<file path="config.mk">
export PLATFORM = sky130hd
export DESIGN_NAME = signmag_serial_addsub_flat
export DESIGN_NICKNAME = d
export VERILOG_FILES = /design/src/rtl/signmag_serial_addsub_if.sv /design/src/rtl/signmag_serial_addsub.sv /design/src/flat_wrapper.sv
export SDC_FILE = /design/constraint.sdc
export NUM_CORES = 1
export LEC_CHECK = 0
export ABC_AREA = 1
export CORE_MARGIN = 2
export CORE_UTILIZATION = 35
export CTS_CLUSTER_SIZE = 10
export DETAILED_ROUTE_END_ITERATION = 10
export HOLD_SLACK_MARGIN = 0.02
export PLACE_DENSITY = 0.52
export SKIP_CTS_REPAIR_TIMING = 1
export SLEW_MARGIN = 40
export SYNTH_ARGS = -nofsm -noshare
export SYNTH_HDL_FRONTEND = slang
export SYNTH_SLANG_ARGS = --single-unit
</file>
<file path="constraint.sdc">
create_clock -name clk -period 4.3 [get_ports clk]
set_clock_uncertainty 0.05 [all_clocks]
set_input_delay 0.43 -clock clk [delete_from_list [all_inputs] [get_ports clk]]
set_output_delay 0.43 -clock clk [all_outputs]
set_load 0.01 [all_outputs]
</file>
<file path="src/rtl/signmag_serial_addsub_if.sv">
// Operand/result bundle for the bit-serial sign-magnitude add/sub unit.
// master drives the operation request, slave is the arithmetic unit.
interface signmag_serial_addsub_if #(
    parameter int MAG_W = 7
);
    logic             start;
    logic             sub;
    logic             a_sign;
    logic [MAG_W-1:0] a_mag;
    logic             b_sign;
    logic [MAG_W-1:0] b_mag;
    logic             busy;
    logic             done;
    logic             res_sign;
    logic [MAG_W-1:0] res_mag;
    logic             overflow;

    modport master (
        output start, sub, a_sign, a_mag, b_sign, b_mag,
        input  busy, done, res_sign, res_mag, overflow
    );

    modport slave (
        input  start, sub, a_sign, a_mag, b_sign, b_mag,
        output busy, done, res_sign, res_mag, overflow
    );
endinterface

</file>
<file path="src/rtl/signmag_serial_addsub.sv">
// Bit-serial sign-magnitude A+B / A-B, one full-adder slice; SIGNMAG_SAT_EN saturates add overflow.
// Latency: done MAG_W edges after accept, 2*MAG_W when the result needs re-complementing.
// No backpressure: start is ignored while busy, there is no request queue.
module signmag_serial_addsub #(
    parameter int MAG_W = 7
) (
    input  logic                    clk,
    input  logic                    rst,
    signmag_serial_addsub_if.slave  bus
);
    localparam int CW = $clog2(MAG_W) + 1;

    localparam logic [1:0] S_IDLE = 2'd0;
    localparam logic [1:0] S_ADD  = 2'd1;
    localparam logic [1:0] S_FIX  = 2'd2;
    localparam logic [1:0] S_DONE = 2'd3;

    logic [1:0]       state;
    logic [MAG_W-1:0] sa;
    logic [MAG_W-1:0] sb;
    logic [MAG_W-1:0] r;
    logic [CW-1:0]    cnt;
    logic             carry;
    logic             eff_sub;
    logic             a_sign_q;
    logic             sign_q;
    logic             seen;

    logic             bb;
    logic             s_bit;
    logic             c_next;
    logic             fix_bit;
    logic             last;
    logic             fin;
    logic             fin_ovf;
    logic             fin_sign_raw;
    logic             fin_sign;
    logic [MAG_W-1:0] r_next;
    logic [MAG_W-1:0] fin_mag;

    always_comb begin
        bb           = sb[0] ^ eff_sub;
        s_bit        = sa[0] ^ bb ^ carry;
        c_next       = (sa[0] & bb) | (sa[0] & carry) | (bb & carry);
        fix_bit      = seen ? ~r[0] : r[0];
        last         = (cnt == CW'(MAG_W - 1));
        r_next       = r;
        fin          = 1'b0;
        fin_ovf      = 1'b0;
        fin_sign_raw = a_sign_q;
        case (state)
            S_ADD: begin
                r_next  = {s_bit, r[MAG_W-1:1]};
                // a subtract without carry-out left R in two's complement: go fix it first
                fin     = last && (!eff_sub || c_next);
                fin_ovf = !eff_sub && c_next;
            end
            S_FIX: begin
                r_next       = {fix_bit, r[MAG_W-1:1]};
                fin          = last;
                fin_sign_raw = sign_q;
            end
            default: ;
        endcase
        // zero magnitude reports positive, unless it is the wrapped residue of an overflow
        fin_sign = fin_sign_raw & ((|r_next) | fin_ovf);
`ifdef SIGNMAG_SAT_EN
        fin_mag  = fin_ovf ? {MAG_W{1'b1}} : r_next;
`else
        fin_mag  = r_next;
`endif
    end

    always_ff @(posedge clk or posedge rst) begin
        if (rst) begin
            state        <= S_IDLE;
            sa           <= '0;
            sb           <= '0;
            r            <= '0;
            cnt          <= '0;
            carry        <= 1'b0;
            eff_sub      <= 1'b0;
            a_sign_q     <= 1'b0;
            sign_q       <= 1'b0;
            seen         <= 1'b0;
            bus.busy     <= 1'b0;
            bus.done     <= 1'b0;
            bus.res_sign <= 1'b0;
            bus.res_mag  <= '0;
            bus.overflow <= 1'b0;
        end else begin
            case (state)
                S_IDLE: begin
                    if (bus.start) begin
                        sa       <= bus.a_mag;
                        sb       <= bus.b_mag;
                        eff_sub  <= bus.a_sign ^ bus.b_sign ^ bus.sub;
                        carry    <= bus.a_sign ^ bus.b_sign ^ bus.sub;
                        a_sign_q <= bus.a_sign;
                        cnt      <= '0;
                        bus.busy <= 1'b1;
                        state    <= S_ADD;
                    end
                end
                S_ADD: begin
                    sa    <= sa >> 1;
                    sb    <= sb >> 1;
                    carry <= c_next;
                    r     <= r_next;
                    cnt   <= cnt + 1'b1;
                    if (last) begin
                        if (fin) begin
                            state <= S_DONE;
                        end else begin
                            state  <= S_FIX;
                            sign_q <= ~a_sign_q;
                            cnt    <= '0;
                            seen   <= 1'b0;
                        end
                    end
                end
                S_FIX: begin
                    r    <= r_next;
                    seen <= seen | r[0];
                    cnt  <= cnt + 1'b1;
                    if (last) begin
                        state <= S_DONE;
                    end
                end
                default: begin
                    bus.done <= 1'b0;
                    bus.busy <= 1'b0;
                    state    <= S_IDLE;
                end
            endcase
            if (fin) begin
                bus.res_mag  <= fin_mag;
                bus.res_sign <= fin_sign;
                bus.overflow <= fin_ovf;
                bus.done     <= 1'b1;
            end
        end
    end
endmodule

</file>
<file path="src/flat_wrapper.sv">
// flat-port wrapper written by rule: the top's interface ports become plain ports
module signmag_serial_addsub_flat 
#(
    parameter int MAG_W = 7
)
  (clk, rst, bus_start, bus_sub, bus_a_sign, bus_a_mag, bus_b_sign, bus_b_mag, bus_busy, bus_done, bus_res_sign, bus_res_mag, bus_overflow);
  signmag_serial_addsub_if #(.MAG_W(MAG_W)) bus_i ();
  input  logic clk;
  input  logic rst;
  input wire logic [$bits(bus_i.start)-1:0] bus_start;
  input wire logic [$bits(bus_i.sub)-1:0] bus_sub;
  input wire logic [$bits(bus_i.a_sign)-1:0] bus_a_sign;
  input wire logic [$bits(bus_i.a_mag)-1:0] bus_a_mag;
  input wire logic [$bits(bus_i.b_sign)-1:0] bus_b_sign;
  input wire logic [$bits(bus_i.b_mag)-1:0] bus_b_mag;
  output wire logic [$bits(bus_i.busy)-1:0] bus_busy;
  output wire logic [$bits(bus_i.done)-1:0] bus_done;
  output wire logic [$bits(bus_i.res_sign)-1:0] bus_res_sign;
  output wire logic [$bits(bus_i.res_mag)-1:0] bus_res_mag;
  output wire logic [$bits(bus_i.overflow)-1:0] bus_overflow;
  assign bus_i.start = bus_start;
  assign bus_i.sub = bus_sub;
  assign bus_i.a_sign = bus_a_sign;
  assign bus_i.a_mag = bus_a_mag;
  assign bus_i.b_sign = bus_b_sign;
  assign bus_i.b_mag = bus_b_mag;
  assign bus_busy = bus_i.busy;
  assign bus_done = bus_i.done;
  assign bus_res_sign = bus_i.res_sign;
  assign bus_res_mag = bus_i.res_mag;
  assign bus_overflow = bus_i.overflow;
  signmag_serial_addsub #(.MAG_W(MAG_W)) u_core (.clk(clk), .rst(rst), .bus(bus_i));
endmodule
</file>
==> results of run 1 <==
==> registers in the layout, summed over array words and instances (netlist names), 2 cells and up <==
| name | flops |
|---|---|
| u_core.bus.res_mag | 7 |
| u_core.r | 7 |
| u_core.sa | 7 |
| u_core.sb | 7 |
| u_core.cnt | 4 |
| u_core.state | 2 |
==> layer usage <==
layer	share of wire	vias to the layer above	track usage	wire [µm]
met2	0.43	32	0.198	1860
met5	0	-	0	0
met4	0.018	0	0.0563	76
li1	-	871	-	-
met1	0.51	764	0.192	2190
met3	0.038	6	0.0334	164
==> cell usage after synthesis, types with 3 or more instances <==
library cell and count:
a21oi_1 7, a21oi_2 3, a31oi_1 12, buf_6 4
dfrtp_1 43, ha_1 7, inv_1 23, inv_2 5
nand2_1 69, nand2_2 3, nand2_4 3, nand3_1 7
nor2_1 30, nor2_2 6, nor2_4 3, o21ai_0 3
o21ai_1 3, o21ai_2 7, xor2_1 3
==> final timing paths <==
kind	start	to	slack, ns	cells after the start
max in group asynchronous	rst	u_core.sb[2]	3.31	3
worst max-delay path	u_core.state[1]	u_core.carry	2.09	8
worst min register to register	u_core.bus.res_mag[6]	u_core.bus.res_mag[6]	0.43	2
min in group asynchronous	rst	u_core.r[3]	0.52	3
worst min-delay path	u_core.bus.res_mag[6]	u_core.bus.res_mag[6]	0.43	2
worst max register to register	u_core.state[1]	u_core.carry	2.09	8
==> power by group through the flow <==
stage	clock network, mW	logic [mW]	registers, mW
CTS	0.263	0.819	0.610
global route	0.282	0.927	0.627
floorplan	0	0.722	0.597
detailed placement	0	0.816	0.616
global placement	0	0.813	0.618
finish	0.256	0.804	0.608
==> kinds of logic (layout without fill, tap and decap cells) <==
family | count (synthesis) | count (layout) | synth area share
AO/OA/AOI/OAI | 37 | 37 | 0.110
XOR/XNOR | 5 | 5 | 0.0192
adder cells (fa/ha/maj) | 8 | 8 | 0.0472
buffers and inverters | 37 | 69 | 0.0812
flip-flops | 43 | 43 | 0.472
multiplexers | 1 | 1 | 0.00494
AND/OR/NAND/NOR | 126 | 126 | 0.265
==> worst max-delay path, stage by stage, from the launching register on <==
cell,delay (ns)
dfrtp_1,0.41
inv_1,0.10
ha_1,0.16
buf_4,0.29
inv_2,0.20
o21ai_4,0.54
inv_1,0.16
nor2_1,0.12
a21oi_1,0.07
==> cell type report <==
class | instances | share of cell area
clock buffer | 7 | 0.0283
inverter | 29 | 0.0412
sequential | 43 | 0.399
clock inverter | 1 | 0.00185
tap | 77 | 0.0357
multi-input combinational | 177 | 0.378
timing repair buffer | 32 | 0.117
==> impl_metrics.py, run 1 <==
metrics = {
    "yosys": {
        "synth_largest_type_area_fraction": 0.472,
        "yosys.area.top_type": "dfrtp_1",
        "synth_sequential_area_ratio": 0.472,
        "postSynth.topFlopCell": "dfrtp_1",
        "yosysUniqueCellTypes": 31,
        "post_synthesis_cells": 257,
        "synth_edf_count": 0,
        "mappedNetlistNets": 285,
        "asyncSetResetFlopFracSynth": 1.00,
        "postSynthAreaPerCell_um2": 8.88,
        "ys_ff_latch": 43,
        "post_synth_main_area_contributors": "dfrtp_1 (47%), nand2_1 (11%), nor2_1 (4.9%), ha_1 (3.8%), inv_1 (3.8%)",
        "post_synth_instance_area_mm2": 0.00228,
        "yosysWarnings": 0,
    },
    "final_layout": {
        "fillers": 665,
        "final_util": 0.428,
        "area.growth.synth_to_final_pct": 18.4,
        "post-route-cell-area_mm2": 0.00270,
        "layout.cells.most_common_list": "nand2_1 (69), dfrtp_1 (43), nor2_1 (30), clkdlybuf4s50_1 (30), inv_1 (22)",
        "multi_input_area_mm2": 0.00102,
        "layout.nets": 316,
        "drive_gt1_frac": 0.159,
        "antenna_cells": 0,
        "layout.area.seq_mm2": 0.00108,
        "mostFrequentLayoutCell": "nand2_1",
        "instances_no_fill": 366,
    },
    "power_and_ir_drop": {
        "net_switching_power_figure_mw": 0.739,
        "power_frac_seq": 0.364,
        "power-per-cell-area_mw_per_mm2": 618,
        "power.leakage_nw": 1.28,
        "report.power.total_mw": 1.67,
        "worst_ir_drop_on_vdd_mv": 0.295,
        "power_frac_comb": 0.482,
        "swShare": 0.443,
        "pwr-share-clk": 0.153,
        "power.internal_mw": 0.929,
    },
    "placed_design": {
        "post-place-ws_ns": 2.10,
        "dp.final_hpwl_mm": 3.07,
        "dpl-instance-area_mm2": 0.00262,
        "placed_cells_incl_taps": 358,
        "finalWeightedCongestion": 0.795,
        "numPortBuffers": 30,
    },
    "routing": {
        "routed_via_density": 4.57,
        "first_iter_violations": 60,
        "detailroute.via_count": 1673,
        "drt_wl_total_mm": 4.29,
        "drt_first_pass_iters": 4,
        "drc_errors": 0,
        "antenna_violating_nets_post_route": 0,
        "detail_route.wl_per_cell_um": 11.7,
    },
    "clock_tree": {
        "cts_root_buffer_type": "clkbuf_8",
        "path_clk_slew_ns": 0.08,
        "htree_num_levels": 2,
        "clock_tree_from_tritoncts": "done",
        "numCtsBuffers": 5,
        "cts_sinks": 43,
        "insertion_delay_ns": 0.30,
        "ctsLongestPathBuffers": 2,
    },
    "floorplan": {
        "die_w_um": 84.7,
        "num_rows": 29,
        "core_region_area_mm2": 0.00631,
        "initial_core_util": 0.361,
        "fp.dieArea_mm2": 0.00718,
        "ios": 31,
        "floorplan.die.height_um": 84.7,
    },
    "timing": {
        "fmaxAchievable_mhz": 452,
        "worst_slew_margin_rel": 0.583,
        "grt_setup_unrepaired": "no",
        "worst_slew_pin_slew_ns": 0.623,
        "report.final.setup_viol": 0,
        "final_max_slew_viol_count": 0,
        "hold_viol_final": 0,
        "setup_total_negative_slack_ns": 0,
        "finalWorstSetupSlack_ns": 2.09,
        "finalHoldWorstSlack_ns": 0.434,
        "finalCritPeriodShare": 0.515,
        "period_minus_slack_ns": 2.21,
    },
    "grt": {
        "grt_first_pass_wirelength_mm": 7.71,
        "antenna_found_initial": 0,
        "via_count_of_the_first_global_routing_pass": 1630,
        "grt.total_usage": 0.135,
        "grt_max_degree": 44,
        "global_route.overflow_total": 0,
    },
    "job": {
        "max_cap_viol_count": 0,
    },
    "worst_hold_path": {
        "min_path_type": "reg2reg",
    },
    "worst_setup_path": {
        "critical_path.max_fanout": 28,
        "startpoint_type": "flop",
        "worstPathArrival_ns": 2.36,
        "required_ns": 4.44,
        "crit_end_category": "flop",
        "timing_worst_setup_path_type": "reg2reg",
    },
    "run_status": {
        "outcome": "finished, final reports clean",
    },
}
Power figures use the tool's default switching activity.
==> run 2: changes to the inputs <==
==> constraint.sdc (replaced) <==
create_clock -name clk -period 2.2 [get_ports clk]
set_clock_uncertainty 0.05 [all_clocks]
set_input_delay 0.22 -clock clk [delete_from_list [all_inputs] [get_ports clk]]
set_output_delay 0.22 -clock clk [all_outputs]
set_load 0.01 [all_outputs]
==> impl_metrics.py, run 2 (synthesis results as in run 1) <==
metrics = {
    "run_status": {
        "outcome": "finished, final reports clean",
    },
    "clock_tree": {
        "cts_root_buffer_type": "clkbuf_8",
        "htree_num_levels": 2,
        "ctsLongestPathBuffers": 2,
        "cts_sinks": 43,
        "path_clk_slew_ns": 0.08,
        "clock_tree_from_tritoncts": "done",
        "insertion_delay_ns": 0.29,
        "numCtsBuffers": 5,
    },
    "floorplan": {
        "num_rows": 29,
        "ios": 31,
        "core_region_area_mm2": 0.00631,
        "initial_core_util": 0.361,
        "die_w_um": 84.7,
        "floorplan.die.height_um": 84.7,
        "fp.dieArea_mm2": 0.00718,
    },
    "worst_setup_path": {
        "cpMostUsedCell": "inv_2",
        "timing.critical_path.slowest_stage_cell": "ha_1",
        "critical_path.n_buffers_inverters": 3,
        "timing_worst_setup_path_type": "reg2reg",
        "crit_path_start": "u_core.state[0]",
        "critical_path.max_fanout": 18,
        "crit_end_category": "flop",
        "worstPathArrival_ns": 2.10,
        "startpoint_type": "flop",
        "crit_chain": "inv_1 > ha_1 > inv_2 > nor2_4 > nand2_4 > inv_2 > nor2_2 > nand2_2 > nand2_1 > o21ai_1",
        "required_ns": 2.37,
        "worst_path_dominant_cell_family": "adder cells",
        "rr_startpoint": "u_core.state[0]",
        "cpPeakStageDelay_ns": 0.57,
    },
    "placed_design": {
        "placed_cells_incl_taps": 363,
        "numPortBuffers": 30,
        "dp.final_hpwl_mm": 3.19,
        "finalWeightedCongestion": 0.746,
    },
    "timing": {
        "worst_slew_margin_rel": 0.624,
        "grt_setup_unrepaired": "no",
        "worst_slew_pin_slew_ns": 0.561,
        "report.final.setup_viol": 0,
        "finalCritPeriodShare": 0.876,
        "period_minus_slack_ns": 1.93,
        "hold_viol_final": 0,
        "final_max_slew_viol_count": 0,
        "setup_total_negative_slack_ns": 0,
        "fmaxAchievable_mhz": 519,
    },
    "final_layout": {
        "area.growth.synth_to_final_pct": 22.8,
        "drive_gt1_frac": 0.177,
        "layout.nets": 321,
        "mostFrequentLayoutCell": "nand2_1",
        "antenna_cells": 0,
        "layout.cells.most_common_list": "nand2_1 (69), dfrtp_1 (43), nor2_1 (30), clkdlybuf4s50_1 (30), inv_1 (22)",
        "instances_no_fill": 371,
    },
    "power_and_ir_drop": {
        "power.leakage_nw": 1.33,
        "power-per-cell-area_mw_per_mm2": 1280,
        "worst_ir_drop_on_vdd_mv": 0.498,
    },
    "job": {
        "max_cap_viol_count": 0,
    },
    "routing": {
        "drt_wl_total_mm": 4.33,
        "drc_errors": 0,
        "first_iter_violations": 58,
        "detailroute.via_count": 1671,
        "detail_route.wl_per_cell_um": 11.7,
        "routed_via_density": 4.50,
        "drt_first_pass_iters": 4,
        "antenna_violating_nets_post_route": 0,
    },
    "grt": {
        "via_count_of_the_first_global_routing_pass": 1655,
        "grt_first_pass_wirelength_mm": 7.65,
        "global_route.overflow_total": 0,
        "grt_max_degree": 20,
        "antenna_found_initial": 0,
        "grt.total_usage": 0.135,
    },
    "worst_hold_path": {
        "min_path_type": "in2async",
    },
}
[run 2: power by group]
| part | switching, mW | internal (mW) |
|---|---|---|
| logic | 1.05 | 0.622 |
| clock network | 0.273 | 0.454 |
| registers | 0.143 | 1.04 |
[run 2: layer usage]
metal  GRT usage  wire [µm]  part of all wire  up-vias
met4      0.0390         60             0.014        0
met3      0.0413        139             0.032        7
li1            -          -                 -      878
met2       0.210       1970              0.46       27
met5           0          0                 0        -
met1       0.182       2160              0.50      759
[run 2: cell type report]
| type | instances | area [µm²] |
|---|---|---|
| multi-input combinational | 177 | 1020 |
| tap | 77 | 96.3 |
| sequential | 43 | 1080 |
| inverter | 29 | 111 |
| timing repair buffer | 37 | 365 |
| clock buffer | 6 | 72.6 |
| clock inverter | 2 | 60.1 |
| fill | 650 | 3510 |
[run 2: through the flow]
step / cell area (µm²) / utilization / hold slack [ns] / power (mW) / worst slack, ns
after floorplan: 2280 / - / 0.311 / 2.58 / 0.544
after global placement: 2670 / 0.423 / 0.420 / 2.86 / 0.359
after detailed placement: 2670 / 0.423 / 0.421 / 2.88 / 0.299
after CTS: 2800 / 0.444 / 0.168 / 3.63 / 0.273
after global routing: 2800 / 0.444 / 0.200 / 3.90 / 0.0930
final: 2800 / 0.444 / 0.159 / 3.58 / 0.273
[run 2: worst paths after layout]
path / endpoint / slack, ns / cells past startpoint
worst min-delay path: u_core.sa[4] / 0.16 / 2
max in group asynchronous: u_core.cnt[3] / 1.43 / 3
worst max-delay path: u_core.sign_q / 0.27 / 10
worst max register to register: u_core.sign_q / 0.27 / 10
worst min register to register: u_core.bus.res_mag[3] / 0.44 / 2
min in group clk: u_core.sb[6] / 0.42 / 3
[run 2: worst reg2reg max path: stages (launching register included)]
cell	delay, ns
dfrtp_1	0.38
inv_1	0.08
ha_1	0.57
inv_2	0.13
nor2_4	0.17
nand2_4	0.16
inv_2	0.12
nor2_2	0.04
nand2_2	0.05
nand2_1	0.04
o21ai_1	0.07
==> run 3: changes to the inputs <==
--- a/config.mk
+++ b/config.mk
@@ -6,7 +6,7 @@
 export NUM_CORES = 1
 export LEC_CHECK = 0
 export ABC_AREA = 1
-export CORE_MARGIN = 2
+export CORE_MARGIN = 8
 export CORE_UTILIZATION = 35
 export CTS_CLUSTER_SIZE = 10
 export DETAILED_ROUTE_END_ITERATION = 10
==> impl_metrics.py, run 3 (synthesis results as in run 1) <==
metrics = {
    "final_layout": {
        "antenna_cells": 0,
        "layout.nets": 318,
        "drive_gt1_frac": 0.166,
        "instances_no_fill": 367,
        "area.growth.synth_to_final_pct": 20.0,
        "layout.cells.most_common_list": "nand2_1 (69), dfrtp_1 (43), nor2_1 (30), clkdlybuf4s50_1 (30), inv_1 (23)",
        "final_util": 0.433,
        "mostFrequentLayoutCell": "nand2_1",
    },
    "routing": {
        "detail_route.wl_per_cell_um": 11.9,
        "drc_errors": 0,
        "drt_first_pass_iters": 4,
        "drt_wl_total_mm": 4.36,
        "first_iter_violations": 57,
        "routed_via_density": 4.55,
        "detailroute.via_count": 1669,
        "antenna_violating_nets_post_route": 0,
    },
    "clock_tree": {
        "cts_root_buffer_type": "clkbuf_8",
        "cts_sinks": 43,
        "htree_num_levels": 2,
        "path_clk_slew_ns": 0.08,
        "numCtsBuffers": 5,
        "ctsLongestPathBuffers": 2,
        "clock_tree_from_tritoncts": "done",
        "insertion_delay_ns": 0.29,
    },
    "floorplan": {
        "core_region_area_mm2": 0.00631,
        "floorplan.die.height_um": 96.7,
        "die_w_um": 96.7,
        "initial_core_util": 0.361,
        "ios": 31,
        "num_rows": 29,
        "fp.dieArea_mm2": 0.00936,
    },
    "timing": {
        "worst_slew_pin_slew_ns": 0.645,
        "fmaxAchievable_mhz": 521,
        "hold_viol_final": 0,
        "worst_slew_margin_rel": 0.568,
        "grt_setup_unrepaired": "no",
        "final_max_slew_viol_count": 0,
        "period_minus_slack_ns": 1.92,
        "setup_total_negative_slack_ns": 0,
        "finalCritPeriodShare": 0.872,
        "report.final.setup_viol": 0,
    },
    "placed_design": {
        "dp.final_hpwl_mm": 3.19,
        "finalWeightedCongestion": 0.754,
        "placed_cells_incl_taps": 360,
        "numPortBuffers": 30,
    },
    "worst_setup_path": {
        "critical_path.max_fanout": 18,
        "startpoint_type": "flop",
        "worst_r2r_endpoint": "u_core.sign_q",
        "worstPathArrival_ns": 2.09,
        "timing.reg2reg.setup_slack_ns": 0.28,
        "crit_end_category": "flop",
        "required_ns": 2.37,
        "timing_worst_setup_path_type": "reg2reg",
        "reg2reg_depth": 10,
        "rr_startpoint": "u_core.state[0]",
    },
    "worst_hold_path": {
        "min_path_type": "in2async",
    },
    "job": {
        "max_cap_viol_count": 0,
    },
    "grt": {
        "grt_max_degree": 44,
        "grt.total_usage": 0.101,
        "antenna_found_initial": 0,
        "global_route.overflow_total": 0,
        "via_count_of_the_first_global_routing_pass": 1694,
        "grt_first_pass_wirelength_mm": 8.00,
    },
    "power_and_ir_drop": {
        "worst_ir_drop_on_vdd_mv": 0.470,
        "power-per-cell-area_mw_per_mm2": 1240,
        "power.leakage_nw": 1.30,
    },
    "run_status": {
        "outcome": "finished, final reports clean",
    },
}
==> run 3: cell types whose count changed in the layout (fill, tap and decap cells not counted) <==
| cell | previous run | this run |
|---|---|---|
| inv_1 | 22 | 23 |
| bufinv_16 | 2 | 1 |
| buf_4 | 6 | 4 |
| buf_12 | 1 | 0 |
| clkinv_1 | 1 | 0 |
==> run 3: area by class of cell <==
cell class / count / area (µm²)
Clock buffer: 6 / 72.6
Clock inverter: 1 / 30.0
Fill cell: 671 / 3580
Inverter: 29 / 111
Multi-Input combinational cell: 177 / 1020
Sequential cell: 43 / 1080
Tap cell: 77 / 96.3
Timing Repair Buffer: 34 / 330
==> run 3: critical path: stages, from the launching register on <==
cell and delay [ns]:
dfrtp_1 0.38, inv_1 0.08, ha_1 0.57, inv_2 0.13
nor2_4 0.16, nand2_4 0.16, inv_2 0.11, nor2_2 0.04
nand2_2 0.06, nand2_1 0.05, o21ai_1 0.06
==> run 3: layer usage <==
layer | wire length (µm) | GRT usage | vias up | share of wire
met5 | 0 | 0 | - | 0
met4 | 54 | 0.0391 | 0 | 0.012
met3 | 160 | 0.0263 | 6 | 0.037
met2 | 1890 | 0.156 | 30 | 0.43
met1 | 2250 | 0.130 | 760 | 0.52
li1 | - | - | 873 | -
==> run 3: per-stage QoR <==
stage | hold slack, ns | worst slack, ns | power [mW] | instance area, µm²
6_report | 0.308 | 0.281 | 3.38 | 2740
5_1_grt | 0.385 | 0.0543 | 3.71 | 2740
4_1_cts | 0.333 | 0.265 | 3.43 | 2740
3_5_place_dp | 0.416 | 0.285 | 2.83 | 2630
3_3_place_gp | 0.415 | 0.329 | 2.82 | 2630
2_1_floorplan | 0.311 | 0.544 | 2.58 | 2280
==> run 3: how the worst max path moves through the flow <==
stage	to	depth (start not counted)	slack (ns)	startpoint
5_1_grt	u_core.sign_q	10	0.05	u_core.state[1]
4_1_cts	u_core.sign_q	10	0.27	u_core.state[1]
2_1_floorplan	u_core.sign_q	10	0.54	u_core.sb[0]
6_report	u_core.sign_q	10	0.28	u_core.state[0]
3_5_place_dp	u_core.sign_q	10	0.28	u_core.state[0]
3_3_place_gp	u_core.sign_q	10	0.33	u_core.state[0]
==> run 3: power breakdown <==
group          switching, mW  internal [mW]
Clock                  0.259          0.333
Sequential             0.143           1.04
Combinational           1.02          0.586
